`src/rtl/pipeline_stall_controller_pkg.sv`:
```
// pipeline_pkg: shared constants for the pipeline stall controller slice.
//   MD_IDLE / MD_BUSY   : mul/div occupancy state encoding
//   REG_ZERO            : architectural register $zero (never a real hazard source)
//   MULDIV_LAT_DEFAULT  : default mul/div busy latency in cycles (legal 1..15)
package pipeline_pkg;

    localparam logic       MD_IDLE            = 1'b0;
    localparam logic       MD_BUSY            = 1'b1;
    localparam logic [4:0] REG_ZERO           = 5'd0;
    localparam int         MULDIV_LAT_DEFAULT = 4;

endpackage : pipeline_pkg

```
`src/rtl/pipeline_stall_controller_muldiv_occupancy.sv`:
```
// muldiv_occupancy: tracks how long the multi-cycle HI/LO unit stays busy.
// Ports:
//   Clk   - rising-edge clock
//   Rst_n - asynchronous active-low reset (clears state and counter at once)
//   start - a mul/div issues from ID at this edge
//   busy  - unit occupied; decoded straight from the state register
module muldiv_occupancy
    import pipeline_pkg::*;
#(
    parameter int MULDIV_LAT = MULDIV_LAT_DEFAULT
) (
    input  logic Clk,
    input  logic Rst_n,
    input  logic start,
    output logic busy
);

    logic       state_r;
    logic       state_nxt_s;
    logic [3:0] md_cnt_r;
    logic [3:0] md_cnt_nxt_s;

    // State and occupancy counter registers.
    always_ff @(posedge Clk or negedge Rst_n) begin
        if (!Rst_n) begin
            state_r  <= MD_IDLE;
            md_cnt_r <= 4'd0;
        end else begin
            state_r  <= state_nxt_s;
            md_cnt_r <= md_cnt_nxt_s;
        end
    end

    // Next-state logic. The counter keeps running regardless of pipeline
    // holds because the unit operates independently of the pipeline.
    always_comb begin
        state_nxt_s  = state_r;
        md_cnt_nxt_s = md_cnt_r;
        case (state_r)
            MD_IDLE: begin
                if (start) begin
                    state_nxt_s  = MD_BUSY;
                    md_cnt_nxt_s = 4'(MULDIV_LAT);
                end else begin
                    state_nxt_s  = MD_IDLE;
                    md_cnt_nxt_s = 4'd0;
                end
            end
            MD_BUSY: begin
                // A new start cannot arrive here: the top stalls any mul/div
                // while busy, so only the countdown matters.
                if (md_cnt_r == 4'd1) begin
                    state_nxt_s  = MD_IDLE;
                    md_cnt_nxt_s = 4'd0;
                end else begin
                    state_nxt_s  = MD_BUSY;
                    md_cnt_nxt_s = md_cnt_r - 4'd1;
                end
            end
            default: begin
                state_nxt_s  = MD_IDLE;
                md_cnt_nxt_s = 4'd0;
            end
        endcase
    end

    // Output decode from the registered state only.
    always_comb begin
        busy = 1'b0;
        if (state_r == MD_BUSY) begin
            busy = 1'b1;
        end else begin
            busy = 1'b0;
        end
    end

endmodule : muldiv_occupancy

```
`src/rtl/pipeline_stall_controller.sv`:
```
// pipeline_stall_controller: hazard/sequencing control for the 5-stage MIPS
// pipeline. Drives register write enables, IF/ID flush and ID/EX bubble.
// Ports:
//   Clk, Rst_n                 - clock, async active-low reset
//   ID_Rs/ID_Rt, ID_UsesRs/Rt  - ID source registers and whether they are read
//   ID_MulDiv, ID_ReadsHiLo    - ID instruction class for the HI/LO unit
//   EX_MemRead, EX_Rt          - load in EX and its destination
//   EX_Redirect                - taken branch / jump resolved in EX
//   Mem_Wait                   - data memory not ready, freeze everything
//   *_Write                    - pipeline register write enables
//   IFID_Flush, IDEX_Bubble    - NOP insertion controls
//   MD_Busy                    - mul/div unit occupied (registered)
//   Stall_Cycles               - saturating count of cycles ID did not issue
module pipeline_stall_controller
    import pipeline_pkg::*;
#(
    parameter int MULDIV_LAT = MULDIV_LAT_DEFAULT
) (
    input  logic        Clk,
    input  logic        Rst_n,
    input  logic [4:0]  ID_Rs,
    input  logic [4:0]  ID_Rt,
    input  logic        ID_UsesRs,
    input  logic        ID_UsesRt,
    input  logic        ID_MulDiv,
    input  logic        ID_ReadsHiLo,
    input  logic        EX_MemRead,
    input  logic [4:0]  EX_Rt,
    input  logic        EX_Redirect,
    input  logic        Mem_Wait,
    output logic        PC_Write,
    output logic        IFID_Write,
    output logic        IDEX_Write,
    output logic        EXMEM_Write,
    output logic        MEMWB_Write,
    output logic        IFID_Flush,
    output logic        IDEX_Bubble,
    output logic        MD_Busy,
    output logic [31:0] Stall_Cycles
);

    logic        lu_s;
    logic        md_s;
    logic        issue_s;
    logic        md_start_s;
    logic [31:0] stall_cnt_r;

    // Hazard terms. A load into $zero never creates a dependency.
    always_comb begin
        lu_s = EX_MemRead && (EX_Rt != REG_ZERO) &&
               ((ID_UsesRs && (ID_Rs == EX_Rt)) || (ID_UsesRt && (ID_Rt == EX_Rt)));
        md_s       = MD_Busy && (ID_MulDiv || ID_ReadsHiLo);
        issue_s    = !Mem_Wait && !EX_Redirect && !lu_s && !md_s;
        // A mul/div that is flushed, stalled or frozen must not start the unit.
        md_start_s = issue_s && ID_MulDiv;
    end

    muldiv_occupancy #(
        .MULDIV_LAT (MULDIV_LAT)
    ) u_muldiv_occupancy (
        .Clk   (Clk),
        .Rst_n (Rst_n),
        .start (md_start_s),
        .busy  (MD_Busy)
    );

    // Priority mux: reset, memory wait, redirect, stall, normal flow.
    always_comb begin
        PC_Write    = 1'b1;
        IFID_Write  = 1'b1;
        IDEX_Write  = 1'b1;
        EXMEM_Write = 1'b1;
        MEMWB_Write = 1'b1;
        IFID_Flush  = 1'b0;
        IDEX_Bubble = 1'b0;
        if (!Rst_n) begin
            PC_Write    = 1'b0;
            IFID_Write  = 1'b0;
            IDEX_Write  = 1'b0;
            EXMEM_Write = 1'b0;
            MEMWB_Write = 1'b0;
            IFID_Flush  = 1'b1;
            IDEX_Bubble = 1'b1;
        end else if (Mem_Wait) begin
            // Freeze: EX is held, so a pending redirect is re-presented later.
            PC_Write    = 1'b0;
            IFID_Write  = 1'b0;
            IDEX_Write  = 1'b0;
            EXMEM_Write = 1'b0;
            MEMWB_Write = 1'b0;
        end else if (EX_Redirect) begin
            IFID_Flush  = 1'b1;
            IDEX_Bubble = 1'b1;
        end else if (lu_s || md_s) begin
            PC_Write    = 1'b0;
            IFID_Write  = 1'b0;
            IDEX_Bubble = 1'b1;
        end else begin
            IFID_Flush  = 1'b0;
            IDEX_Bubble = 1'b0;
        end
    end

    // Saturating count of cycles in which ID did not issue.
    always_ff @(posedge Clk or negedge Rst_n) begin
        if (!Rst_n) begin
            stall_cnt_r <= 32'd0;
        end else if (!issue_s && (stall_cnt_r != 32'hFFFF_FFFF)) begin
            stall_cnt_r <= stall_cnt_r + 32'd1;
        end else begin
            stall_cnt_r <= stall_cnt_r;
        end
    end

    assign Stall_Cycles = stall_cnt_r;

endmodule : pipeline_stall_controller

```
`config.mk`:
```
export PLATFORM = sky130hd
export DESIGN_NAME = pipeline_stall_controller
export DESIGN_NICKNAME = d
export VERILOG_FILES = /design/src/rtl/pipeline_stall_controller_pkg.sv /design/src/rtl/pipeline_stall_controller_muldiv_occupancy.sv /design/src/rtl/pipeline_stall_controller.sv
export SDC_FILE = /design/constraint.sdc
export NUM_CORES = 1
export LEC_CHECK = 0
export BUFFER_PORTS_ARGS = -buffer_cell sky130_fd_sc_hd__buf_2
export CORE_UTILIZATION = 51
export DETAILED_ROUTE_END_ITERATION = 8
export PLACE_DENSITY = 0.81
export SLEW_MARGIN = 20
export SYNTH_ARGS = -nofsm -noshare
export SYNTH_HDL_FRONTEND = slang
export SYNTH_SLANG_ARGS = --single-unit
```
`constraint.sdc`:
```
create_clock -name Clk -period 2.2 [get_ports Clk]
set_input_delay 0.44 -clock Clk [delete_from_list [all_inputs] [get_ports Clk]]
set_output_delay 0.44 -clock Clk [all_outputs]
set_load 0.01 [all_outputs]
```
==> impl_summary.txt <==
----------------------------------------------------
[Setup path]
  Register-to-Register Path Depth ... 7
  End point of the critical path ... PC_Write
  Number of gates on the worst path with buffers counted ... 7
  Slowest cell delay on critical path ... 0.53 ns
  Slowest cell on crit path ... or4_4
  Cell family contributing the most delay on the critical path ... simple AND/OR/NAND/NOR gates
  Required time at the endpoint of the critical path ... 1.76 ns
  Kind of critical path ... in2out
  Worst reg-to-reg setup slack ... 0.19 ns
  Category of the worst setup path capture point ... output pin
  Critical path launch point type ... input pin
  Buffers & Inverters on Critical Path ... 3
  FF-to-FF Start ... Stall_Cycles[17]$_DFFE_PN0P_
  RR Endpoint ... Stall_Cycles[17]$_DFFE_PN0P_
  Setup crit start ... EX_Rt[1]
  Top fanout value on the critical path ... 2
  Data arrival time of the worst path ... 1.68 ns
  List of cells traversed by the critical path ... buf_6, or4_4, o21ai_2, inv_2, a21oi_2, o21a_1, buf_2

[Place]
  Routability cong. ... 0.7759
  Pre-CTS setup slack ... -0.1500 ns
  Total of buffers placed on input and output ports ... 63
  HPWL after detailed placement ... 3385 um
  Post-placement cell area ... 2474 um^2

[Synthesis]
  Number of warnings issued by yosys ... 0
  Synth Area in Compound Gates ... 0.04113
  Fraction of registers with async set/reset ... 1.000
  Post-Synth Simple-Gate Area ... 0.2627
  Post-synth EDFFs ... 0
  Unique masters post-synth ... 33
  Syn Area/Cell ... 9.706 um^2
  Primary FF master, synth ... dfrtp_1
  Flip-flop and latch count after synthesis ... 37
  Post-synthesis cell count ... 210
  Largest family of logic cells by synthesized area ... simple AND/OR/NAND/NOR gates
  Post-Synth Adder-Cell Area ... 0.01842
  Sequential area share after synthesis ... 0.4543
  Total nets after synthesis ... 237
  Multiplexer share of the synthesized area ... 0.01289
  Post-synthesis share of cell area spent on xor and xnor gates ... 0.1719
  Post-Syn Area ... 2038 um^2

[Floorplan]
  Chip height ... 65.22 um
  Top Ports ... 64
  Number of rows in the core area ... 22
  Total core area ... 3744 um^2
  Die footprint ... 4253 um^2
  Starting density of the core ... 0.5445
  Die X-Extent ... 65.22 um

[STA]
  Final Cycle Share ... 0.9651
  Final setup violation count ... 0
  Clk_skew ... 0.004077 ns
  Unrepaired setup endpoints after global routing ... no
  Relative max-transition margin ... 0.6967
  Fmax ... 471.0 MHz
  Worst hold slack ... 0.4119 ns
  Slew at the pin closest to its max-slew limit ... 0.4509 ns
  Setup slack of the critical path after layout ... 0.07668 ns
  Number of endpoints with negative hold slack in the final report ... 0
  Final-layout setup total negative slack ... 0 ns
  Crit path time final ... 2.123 ns
  Count of pins over their slew limit ... 0

[Global route]
  Maximum number of pins on one net before global-route repair ... 36
  Total routing resource utilization after global routing ... 0.2337
  Wire length of the first global-routing pass ... 7521 um
  Number of global-route vias before repair ... 1678
  Number of antenna violations at the first check in global routing ... 0
  GR Overflow Total ... 0

[Status]
  Run status ... completed

[Clock network]
  Post-CTS Setup Bufs ... 0
  Clock tree from TritonCTS ... built
  Reg clk slew, reported paths ... 0.06 ns
  Clock insertion delay at the later pin of the skew report ... 0.29 ns
  Cell at the root of the clock tree ... clkbuf_8
  Maximum count of clock buffers along a single path ... 2
  CTS sink cnt ... 37
  Number of clock buffers inserted by TritonCTS ... 5
  H-tree Lvls ... 2

[Detailed routing]
  Iteration-0 DRC count of the detailed router ... 76
  Detailed Routing Iterations Pass 1 ... 4
  # DRC ... 0
  Total via count after detailed routing ... 1819
  Via density ... 5.414
  Routed wire per std cell ... 13.79 um
  Detailed-route wire length ... 4632 um
  Remaining antenna violation count after routing ... 0

[Pwr]
  Worst-case vdd ir drop ... 0.7306 mV
  Leakage power figure ... 1.140 nW
  Post-layout total power ... 2.536 mW
  Power density of the placed cells ... 976.6 nW/um^2

[Cells and area]
  Area of all placed cells without fillers ... 2596 um^2
  Inserted Diodes ... 0
  Commonest non-fill, non-tap cells in the layout ... buf_2 (62), dfrtp_1 (37), xor2_1 (27), nor3_1 (22), nand2_1 (20)
  Synthesis-to-finish area growth ... 27.38%
  Most common cell after layout, fill and taps aside ... buf_2
  Share of final-layout standard cells stronger than drive strength 1 ... 0.3264
  Net count reported at finish ... 315

[Min path]
  Type of the tightest min-delay check ... in2reg

[Flow run]
  Max-cap check violation count ... 0

----------------------------------------------------
-- area by class of cell --
cell class	instances	area, um^2
fill	309	1147
multi-input combinational	158	1054
sequential	37	925.9
timing repair buffer	79	444.2
clock buffer	7	86.33
tap	48	60.06
inverter	7	26.28
-- per-stage QoR --
step / utilization / instances
3_5_place_dp: 0.6608 / 328
3_3_place_gp: 0.6608 / 328
5_1_grt: 0.6935 / 336
6_report: 0.6935 / 336
2_1_floorplan: - / 210
4_1_cts: 0.6875 / 336
-- flip-flops by register name, indices dropped and copies added (netlist names) --
signal and cells:
Stall_Cycles 32, u_muldiv_occupancy.state_r 1, u_muldiv_occupancy.md_cnt_r 4
-- how the worst min path moves through the flow --
stage                     slack [ns]  cells past startpoint                                    to       from
after floorplan                 0.14                      0           Stall_Cycles[0]$_DFFE_PN0P_      Rst_n
after global placement          0.27                      1          Stall_Cycles[31]$_DFFE_PN0P_      Rst_n
after detailed placement        0.27                      1          Stall_Cycles[31]$_DFFE_PN0P_      Rst_n
after CTS                       0.40                      3  u_muldiv_occupancy.state_r$_DFF_PN0_  ID_MulDiv
after global routing            0.43                      3  u_muldiv_occupancy.state_r$_DFF_PN0_  ID_MulDiv
final                           0.41                      3  u_muldiv_occupancy.state_r$_DFF_PN0_  ID_MulDiv
-- tightest hold or removal path: cells and delay by family --
kind / cells / cell delay, ns
buffers and inverters: 1 / 0.10
AND/OR/NAND/NOR: 2 / 0.13
-- where the power goes --
part           leakage [nW]  total [mW]  switching, mW  internal (mW)
Sequential            0.394        1.10          0.231          0.870
Clock                0.0443       0.468          0.219          0.248
Combinational         0.701       0.968          0.522          0.445
-- routing by layer --
metal	track usage	routed length, um	vias up
met4	0.07337	61	0
met2	0.3969	2145	70
met5	0	0	-
met1	0.2891	2097	855
li1	-	-	888
met3	0.06076	328	6
-- Yosys cell counts (7+ instances only) --
cell type	instances	area share
dfrtp_1	37	0.45
xor2_1	27	0.12
nor3_1	22	0.054
nand2_1	20	0.037
xnor2_1	13	0.056
nand3_1	12	0.029
nand4_1	11	0.034
nor2_1	10	0.018
nor4_1	9	0.028
inv_1	7	0.013
-- cell families (layout without fill, tap and decap cells) --
group                      after synthesis  in the layout
muxes                                    2              2
adders and majority gates                3              3
buffers and inverters                   15             93
and+or+nand+nor                        102            102
DFF                                     37             37
AOI/OAI and AO/OA                       11             11
xor gates and xnor gates                40             40
-- what timing repair did --
action                                  4_1_cts  5_1_grt
gates resized for setup                       1        6
hold endpoints to repair                      2        0
pin swaps                                     0        1
endpoints found under the setup margin        2        3
hold buffers                                  1        0
(Power assumes the default switching activity.)
